**src/rtl/instruction_fetch_queue_pkg.sv**
```systemverilog
// Shared fetch-side types: FSM state encoding, the buffered fetch entry
// layout, the NOP word shown while nothing is buffered, and an
// address-alignment helper.
package instruction_fetch_queue_pkg;

  typedef enum logic [1:0] {
    BOOT  = 2'd0,
    FETCH = 2'd1,
    FLUSH = 2'd2
  } fetch_state_t;

  typedef struct packed {
    logic [31:0] pc;
    logic [31:0] instr;
  } fetch_entry_t;

  localparam int          ENTRY_W   = $bits(fetch_entry_t);
  localparam logic [31:0] NOP_INSTR = 32'h0000_0013;

  // Instruction fetches are word sized; drop the byte offset.
  function automatic logic [31:0] word_align(input logic [31:0] addr);
    return {addr[31:2], 2'b00};
  endfunction

endpackage

```
**src/rtl/instruction_fetch_queue_fetch_fifo.sv**
```systemverilog
// fetch_fifo: small synchronous FIFO holding {pc, instr} fetch entries.
// Flush empties the queue and wins over a push or pop in the same cycle.
// The head is read straight from storage, so a pushed entry becomes
// visible the cycle after it is written.
module instruction_fetch_queue_fetch_fifo
  import instruction_fetch_queue_pkg::*;
#(
  parameter int DEPTH = 4
) (
  input  logic               clk,
  input  logic               rst_n,
  input  logic               push,
  input  logic               pop,
  input  logic               flush,
  input  logic [ENTRY_W-1:0] push_data,
  output logic [$clog2(DEPTH):0] count,
  output logic [ENTRY_W-1:0] head
);

  localparam int AW = $clog2(DEPTH);
  localparam int CW = AW + 1;

  logic [ENTRY_W-1:0] mem_q [DEPTH];
  logic [AW-1:0]      wr_ptr_q;
  logic [AW-1:0]      rd_ptr_q;
  logic [CW-1:0]      count_q;
  logic               do_push;
  logic               do_pop;

  // The full/empty guards only protect the pointers; the producer's credit
  // check already keeps pushes away from a full queue.
  assign do_push = push && !flush && (count_q != CW'(DEPTH));
  assign do_pop  = pop  && !flush && (count_q != '0);
  assign count   = count_q;
  assign head    = mem_q[rd_ptr_q];

  // Entry storage: plain data registers, no reset needed since count gates use.
  always_ff @(posedge clk) begin
    if (do_push) begin
      mem_q[wr_ptr_q] <= push_data;
    end
  end

  // Pointer and occupancy bookkeeping, flush clears everything.
  always_ff @(posedge clk or negedge rst_n) begin
    if (!rst_n) begin
      wr_ptr_q <= '0;
      rd_ptr_q <= '0;
      count_q  <= '0;
    end else if (flush) begin
      wr_ptr_q <= '0;
      rd_ptr_q <= '0;
      count_q  <= '0;
    end else begin
      if (do_push) wr_ptr_q <= wr_ptr_q + AW'(1);
      if (do_pop)  rd_ptr_q <= rd_ptr_q + AW'(1);
      case ({do_push, do_pop})
        2'b10:   count_q <= count_q + CW'(1);
        2'b01:   count_q <= count_q - CW'(1);
        default: count_q <= count_q;
      endcase
    end
  end

endmodule

```
**src/rtl/instruction_fetch_queue.sv**
```systemverilog
// instruction_fetch_queue: owns the PC, issues sequential word fetches to a
// 1-cycle-latency instruction memory, buffers {pc, instr} pairs and hands
// them to decode over valid/ready. A redirect squashes buffered and
// in-flight fetches and restarts at the (word-aligned) target.
// Optional build macro FETCH_PERF_COUNTERS_EN adds delivered/squashed
// counters; without it both counter ports read zero.
module instruction_fetch_queue
  import instruction_fetch_queue_pkg::*;
#(
  parameter logic [31:0] RESET_PC = 32'h0000_0000,
  parameter int          DEPTH    = 4,
  parameter logic [31:0] PC_STEP  = 32'd4
) (
  input  logic        iClk,
  input  logic        iRstN,
  output logic        oImemReq,
  output logic [31:0] oImemAddr,
  input  logic [31:0] iImemData,
  input  logic        iRedirect,
  input  logic [31:0] iRedirectPC,
  output logic        oValid,
  input  logic        iReady,
  output logic [31:0] oInstruction,
  output logic [31:0] oPC,
  output logic [31:0] oFetchCount,
  output logic [31:0] oSquashCount
);

  localparam int CW = $clog2(DEPTH) + 1;

  fetch_state_t       state_q;
  logic [31:0]        pc_q;
  logic [31:0]        req_pc_q;
  logic               inflight_q;
  logic [CW-1:0]      fifo_count;
  logic [ENTRY_W-1:0] head_data;
  fetch_entry_t       head_entry;
  fetch_entry_t       push_entry;
  logic               credit_ok;
  logic               push;
  logic               pop;

  // Count the outstanding request as occupied so its response always has a slot.
  assign credit_ok = (32'(fifo_count) + 32'(inflight_q)) < 32'(DEPTH);
  assign oImemReq  = (state_q != BOOT) && !iRedirect && credit_ok;
  assign oImemAddr = pc_q;

  // Responses landing in FLUSH belong to the squashed stream.
  assign push       = inflight_q && (state_q == FETCH);
  assign pop        = oValid && iReady && !iRedirect;
  assign push_entry = '{pc: req_pc_q, instr: iImemData};

  assign oValid       = (fifo_count != '0);
  assign head_entry   = fetch_entry_t'(head_data);
  assign oInstruction = oValid ? head_entry.instr : NOP_INSTR;
  assign oPC          = oValid ? head_entry.pc    : RESET_PC;

  instruction_fetch_queue_fetch_fifo #(
    .DEPTH (DEPTH)
  ) u_fetch_fifo (
    .clk       (iClk),
    .rst_n     (iRstN),
    .push      (push),
    .pop       (pop),
    .flush     (iRedirect),
    .push_data (push_entry),
    .count     (fifo_count),
    .head      (head_data)
  );

  // Fetch FSM: state, PC, and the PC/valid of the request now in flight.
  always_ff @(posedge iClk or negedge iRstN) begin
    if (!iRstN) begin
      state_q    <= BOOT;
      pc_q       <= RESET_PC;
      req_pc_q   <= RESET_PC;
      inflight_q <= 1'b0;
    end else begin
      inflight_q <= oImemReq;
      if (oImemReq) req_pc_q <= pc_q;
      if (iRedirect) begin
        pc_q    <= word_align(iRedirectPC);
        state_q <= FLUSH;
      end else begin
        if (oImemReq) pc_q <= pc_q + PC_STEP;
        case (state_q)
          BOOT:    state_q <= FETCH;
          FETCH:   state_q <= FETCH;
          FLUSH:   state_q <= FETCH;
          default: state_q <= BOOT;
        endcase
      end
    end
  end

`ifdef FETCH_PERF_COUNTERS_EN
  logic [31:0] fetch_count_q;
  logic [31:0] squash_count_q;

  // Delivered count per pop; squash count adds flushed entries plus the lost response.
  always_ff @(posedge iClk or negedge iRstN) begin
    if (!iRstN) begin
      fetch_count_q  <= '0;
      squash_count_q <= '0;
    end else begin
      if (pop) fetch_count_q <= fetch_count_q + 32'd1;
      if (iRedirect) begin
        squash_count_q <= squash_count_q + 32'(fifo_count) + 32'(inflight_q);
      end
    end
  end

  assign oFetchCount  = fetch_count_q;
  assign oSquashCount = squash_count_q;
`else
  assign oFetchCount  = 32'd0;
  assign oSquashCount = 32'd0;
`endif

endmodule

```
**config.mk**
```make
export PLATFORM = sky130hd
export DESIGN_NAME = instruction_fetch_queue
export DESIGN_NICKNAME = d
export VERILOG_FILES = /design/src/rtl/instruction_fetch_queue_pkg.sv /design/src/rtl/instruction_fetch_queue_fetch_fifo.sv /design/src/rtl/instruction_fetch_queue.sv
export SDC_FILE = /design/constraint.sdc
export NUM_CORES = 1
export LEC_CHECK = 0
export ABC_AREA = 1
export BUFFER_PORTS_ARGS = -buffer_cell sky130_fd_sc_hd__buf_4
export CAP_MARGIN = 0
export CORE_ASPECT_RATIO = 0.9
export CORE_MARGIN = 5
export CORE_UTILIZATION = 41
export DETAILED_ROUTE_END_ITERATION = 12
export PLACE_DENSITY_LB_ADDON = 0.3
export SLEW_MARGIN = 0
export SYNTH_ARGS = -nofsm -noshare
export SYNTH_HDL_FRONTEND = slang
export SYNTH_SLANG_ARGS = --single-unit
```
**constraint.sdc**
```tcl
create_clock -name iClk -period 5.7 [get_ports iClk]
set_clock_uncertainty 0.15 [all_clocks]
set_input_delay 1.14 -clock iClk [delete_from_list [all_inputs] [get_ports iClk]]
set_output_delay 1.14 -clock iClk [all_outputs]
set_load 0.005 [all_outputs]
```
# Yosys cells after proc, flatten, opt, wreduce, memory -nomap -nowiden

Memories as Yosys holds them, arrays and structs flattened.
Index checks and enable logic that the tools add are counted.

Register bits after elaboration: 74
RAM bits: 256
Input bits: 68
Output and inout port bits: 162
Word-level logic and storage cells: 52
Memories: 1

Memory list:

| name               | depth | width | read ports | clocked after Yosys merged registers in | wr ports | RTL line                                 | text |
|---|---|---|---|---|---|---|---|
| u_fetch_fifo.mem_q | 4     | 64    | 1          | 0                                       | 1        | instruction_fetch_queue_fetch_fifo.sv:23 | `logic [ENTRY_W-1:0] mem_q [DEPTH];` |

Add/sub/neg operators: 6
Order comparisons: 1
Equality and inequality tests: 5
Muxes and demuxes: 14
Reduce and logical (&&, ||, !) cells: 18

Operators by type and width:

| kind                    | count |
|---|---|
| $mux W32                | 4 |
| $add A32 B3 Y32 const B | 1 |
| $mux W2                 | 5 |
| $logic_and A1 B1 Y1     | 9 |
| $reduce_bool A2 Y1      | 4 |
| $pmux W3 S2             | 1 |
| $reduce_bool A3 Y1      | 2 |
| $add A2 B1 Y2 const B   | 2 |
| $add A3 B1 Y4           | 1 |
| $eq A2 B1 Y1 const B    | 2 |
| $eq A2 B2 Y1 const B    | 2 |
| $lt A4 B3 Y1 const B    | 1 |
| $add A3 B1 Y3 const B   | 1 |
| $mux W1                 | 3 |
| $mux W3                 | 1 |
| $ne A3 B3 Y1 const B    | 1 |
| $reduce_or A3 Y1        | 1 |
| $sub A3 B1 Y3 const B   | 1 |
| $logic_not A2 Y1        | 1 |
| $logic_not A1 Y1        | 1 |

# Longest topological paths before layout

Depth after elaboration: 8
Gate-level depth with buffers: 14
Depth with buffers taken out: 13

# Modules after synthesis

A second synthesis with hierarchy kept.

Cells, all modules: 1,411
Area, all modules: 14,537.7 um2

By module, submodules not included:

| module                             | times used | cells each | area each (um2) | seq. area each (um2) |
|---|---|---|---|---|
| instruction_fetch_queue_fetch_fifo | 1          | 683        | 9,922.0         | 7,862.5 |
| instruction_fetch_queue            | 1          | 728        | 4,615.7         | 1,576.5 |

# Least setup slack after synthesis

Ideal clock, no wire load.

Path kind: input port to flip-flop
Start: in iRedirect
End: mem u_fetch_fifo.mem_q[0][0] (netlist name) (enable)
Setup time: 0.482 ns
Data arrival time: 4.251 ns
Data required time: 5.068 ns
Path slack: 0.816 ns
Stages: 6
Path through: buf_6 > inv_2 > nand2_1 > nor2_1 > nand2_2 > nor2_1

Cells in the longest elaborated chain, start to end: 5

Ends and longest elaborated chain:

| what                             | RTL line                                 | text |
|---|---|---|
| from (decl)                      | instruction_fetch_queue.sv:19            | `input logic iRedirect,` |
| $logic_not A1 Y1                 | instruction_fetch_queue_fetch_fifo.sv:32 | `assign do_push = push && !flush && (count_q != CW'(DEPTH));` |
| $logic_and A1 B1 Y1 (2 in a row) | instruction_fetch_queue_fetch_fifo.sv:32 |  |
| $mux W1                          | instruction_fetch_queue_fetch_fifo.sv:39 | `if (do_push) begin` |
| $mux W1 (implied by the code)    | instruction_fetch_queue_fetch_fifo.sv:40 | `mem_q[wr_ptr_q] <= push_data;` |
| to (decl)                        | instruction_fetch_queue_fetch_fifo.sv:23 |  |

Every way passes these cells.

# Worst setup path after layout

Start: reg u_fetch_fifo.rd_ptr_q[0]
End: out oPC[19]

Cells in the longest elaborated chain, start to end: 2

Ends and longest elaborated chain:

| what                   | RTL line                                 | text |
|---|---|---|
| from (decl)            | instruction_fetch_queue_fetch_fifo.sv:25 | `logic [AW-1:0] rd_ptr_q;` |
| from (signal assigned) | instruction_fetch_queue_fetch_fifo.sv:56 | `if (do_pop) rd_ptr_q <= rd_ptr_q + AW'(1);` |
| $mem_v2 Z4 W64         | -                                        |  |
| $mux W32               | instruction_fetch_queue.sv:56            | `assign oPC = oValid ? head_entry.pc : RESET_PC;` |
| to (decl)              | instruction_fetch_queue.sv:24            | `output logic [31:0] oPC,` |

Every way passes these cells.

==> results by group <==
STA
  • Slew HR: 0.350
  • Fin crit period: 4.67 ns
  • Final setup margin: 1.03 ns
  • RSZ-0062 raised after global routing: no
  • Crit share post-route: 0.819
  • FMAX: 214 MHz
  • Final Max Tran Viols: 0
  • Worst-Margin Slew: 0.975 ns
  • Final setup viols: 0
  • Hold Violations, Final: 0
  • Setup TNS: 0 ns

Min path
  • Worst hold path depth: 1
  • Hold EP: state_q[0]$_DFF_PN0_
  • Hold Crit Class: reg -> reg
  • HP Start: state_q[1]$_DFF_PN0_

CTS
  • CTS tree: done
  • # H-tree levels: 2
  • CTS Buffer Depth: 3
  • Skew-Pair Late Insertion Delay: 0.50 ns
  • CTS Sinks: 318
  • Post_cts resized: 0
  • TritonCTS buffer count: 35
  • Clock Pin Slew Worst Setup and Hold Paths: 0.05 ns
  • Clock root buffer: clkbuf_16
  • CTS hold repair buffers: 0
  • Postcts setup bufs: 0

Critical path
  • Critical Path, Cell by Cell: clkinv_2 -> buf_4 -> o21ai_0 -> a21oi_1 -> buf_4
  • Critical Path Fanout Max: 64
  • Crit path max-delay family: buffers and inverters
  • Critical path class: reg -> out
  • Arrival time worst endpoint: 3.38 ns
  • CP Launch Type: flop
  • Buffers & Inverters on Critical Path: 3
  • Reg2reg start: u_fetch_fifo.rd_ptr_q[0]$_DFFE_PN0P_
  • R2r worst-path depth: 3
  • CP max stage cell: dfrtp_4
  • Worst R2R Setup Slack: 2.96 ns
  • Crit end category: primary output
  • Worst Path Required: 4.41 ns
  • CP peak stage delay: 0.81 ns
  • Most used cell, CP: buf_4
  • Reg-to-Reg End: u_fetch_fifo.rd_ptr_q[0]$_DFFE_PN0P_

Synth
  • Post-Synthesis Cells: 1328
  • Netlist cell types: 36
  • Main synth FF type: edfxtp_1
  • Synth top area cells: edfxtp_1 (53%), dfrtp_1 (13%), nor2_1 (8.1%)
  • Synthesized flop and latch total: 318
  • Synth warnings: 0
  • FFs w/ async S/R, synth: 0.220
  • Sequential element share of the synthesized area: 0.661
  • Mean Syn Cell Area: 10.5 um^2
  • Synth Cell Area: 13900 um^2
  • Largest area contributor in the netlist: edfxtp_1
  • Share of the synthesized area in the top cell type: 0.535
  • Number of flops mapped to enable cells by yosys: 248

Placed design
  • HPWL after DPL: 20100 um
  • Place WS: 1.52 ns
  • Placed cell area: 15300 um^2
  • GP Congestion: 0.844
  • IO buf count: 159

Detailed routing
  • Final wirelength: 32700 um
  • 1st-iter DRT viols: 580
  • Vias after detailed routing: 9488
  • 1st-pass router iterations: 4
  • Per-cell routed wire length: 16.7 um
  • DRC: 0
  • Antenna viol nets, final: 0
  • Vias per cell: 4.84

Job
  • Max_cap viols: 0

Finish
  • Post-route cell area: 16400 um^2
  • Nets: 1548
  • Fin util: 0.485
  • Number of diodes: 0
  • Most frequent cells in the layout: nor2_1 (295), edfxtp_1 (248), nand2_1 (188), o21ai_0 (177), buf_4 (170)
  • Commonest non-fill, non-tap cell in the layout: nor2_1
  • Share of cells above drive strength 1: 0.166
  • Syn-to-layout area delta: 17.7%
  • Fill cell count: 3098

Floorplanning
  • Area of the core: 33800 um^2
  • Die width: 204 um
  • # rows: 64
  • Die ar.: 37700 um^2
  • Starting Density: 0.412
  • IO Pins: 230
  • DIE HEIGHT: 185 um

Global route
  • First-pass GRT wire length: 51000 um
  • Vias in the first global route: 9258
  • Total track usage: 0.170
  • Largest net degree at the start of global routing: 76
  • Global route total overflow: 0
  • Antenna violations before repair: 0

Pwr
  • LEAKAGE: 6.42 nW
  • Max IR drop VDD: 0.182 mV
  • Power, Total: 5.72 mW
  • Pwr Density: 349 nW/um^2

Outcome
  • Outcome: complete, no violations
==> where the power goes <==
part	switching, mW	leakage [nW]	internal (mW)
combinational	0.491	2.80	0.331
sequential	0.146	3.10	2.63
clock	0.844	0.522	1.28
total	1.48	6.42	4.24
==> per-stage QoR <==
step           hold slack [ns]  instances
6_report                 0.293       1959
2_1_floorplan            0.270       1395
3_3_place_gp             0.277       1899
3_5_place_dp             0.290       1899
5_1_grt                  0.330       1959
4_1_cts                  0.297       1959
==> kinds of logic (layout without fill, tap and decap cells) <==
| logic type | count (synthesis) | after routing | share of synthesized area |
|---|---|---|---|
| AOI/OAI and AO/OA | 252 | 252 | 0.0933 |
| xor gates and xnor gates | 9 | 9 | 0.00566 |
| DFF | 318 | 318 | 0.661 |
| other | 1 | 68 | 0.000269 |
| buffers and inverters | 191 | 293 | 0.0732 |
| and+or+nand+nor | 551 | 551 | 0.161 |
| adders and majority gates | 6 | 6 | 0.00593 |
==> worst register-to-register path, cell delays in order (launching register included) <==
cell and delay (ns):
dfrtp_4 0.81, clkinv_2 0.83, buf_4 0.66, a21oi_1 0.22
==> sequential cells by signal, indices dropped and copies added (netlist names) <==
| signal | count |
|---|---|
| state_q | 2 |
| u_fetch_fifo.count | 3 |
| inflight_q | 1 |
| u_fetch_fifo.rd_ptr_q | 2 |
| oImemAddr | 30 |
| u_fetch_fifo.mem_q | 248 |
| req_pc_q | 30 |
| u_fetch_fifo.wr_ptr_q | 2 |
==> cells in the mapped netlist (all sizes together) (6+ instances only) <==
library cell and number:
xor2 6, nand3b 7, dfrtp 70, nor2 308, a21oi 63, nand3 35
nand2 194, o21ai 179, buf 101, clkbuf 29, edfxtp 248, inv 61
==> cell type report <==
class                   count  area, um^2  area share
clock inverters            11         103     0.00626
multi-input cells         886        3990       0.243
repair buffers            172        1320      0.0803
well taps                 462         578      0.0353
flip-flops and latches    318        9200       0.562
clock buffers              49         971      0.0593
inverters                  61         230      0.0140
==> per-layer routing <==
layer / track usage / routed length, um
met1: 0.242 / 14800
met5: 0 / 0
met4: 0.0378 / 489
met3: 0.0324 / 2250
met2: 0.273 / 15100
==> how the worst max path moves through the flow <==
stage	startpoint	endpoint	slack, ns	depth (start not counted)
floorplan	iRedirect	u_fetch_fifo.mem_q[0][0]$_DFFE_PP_	0.82	6
global placement	u_fetch_fifo.rd_ptr_q[0]$_DFFE_PN0P_	oPC[17]	1.56	5
detailed placement	u_fetch_fifo.rd_ptr_q[0]$_DFFE_PN0P_	oPC[19]	1.52	5
CTS	u_fetch_fifo.rd_ptr_q[0]$_DFFE_PN0P_	oPC[19]	1.0	5
global route	u_fetch_fifo.rd_ptr_q[0]$_DFFE_PN0P_	oPC[19]	0.77	5
finish	u_fetch_fifo.rd_ptr_q[0]$_DFFE_PN0P_	oPC[19]	1.03	5
(Power assumes the default switching activity.)
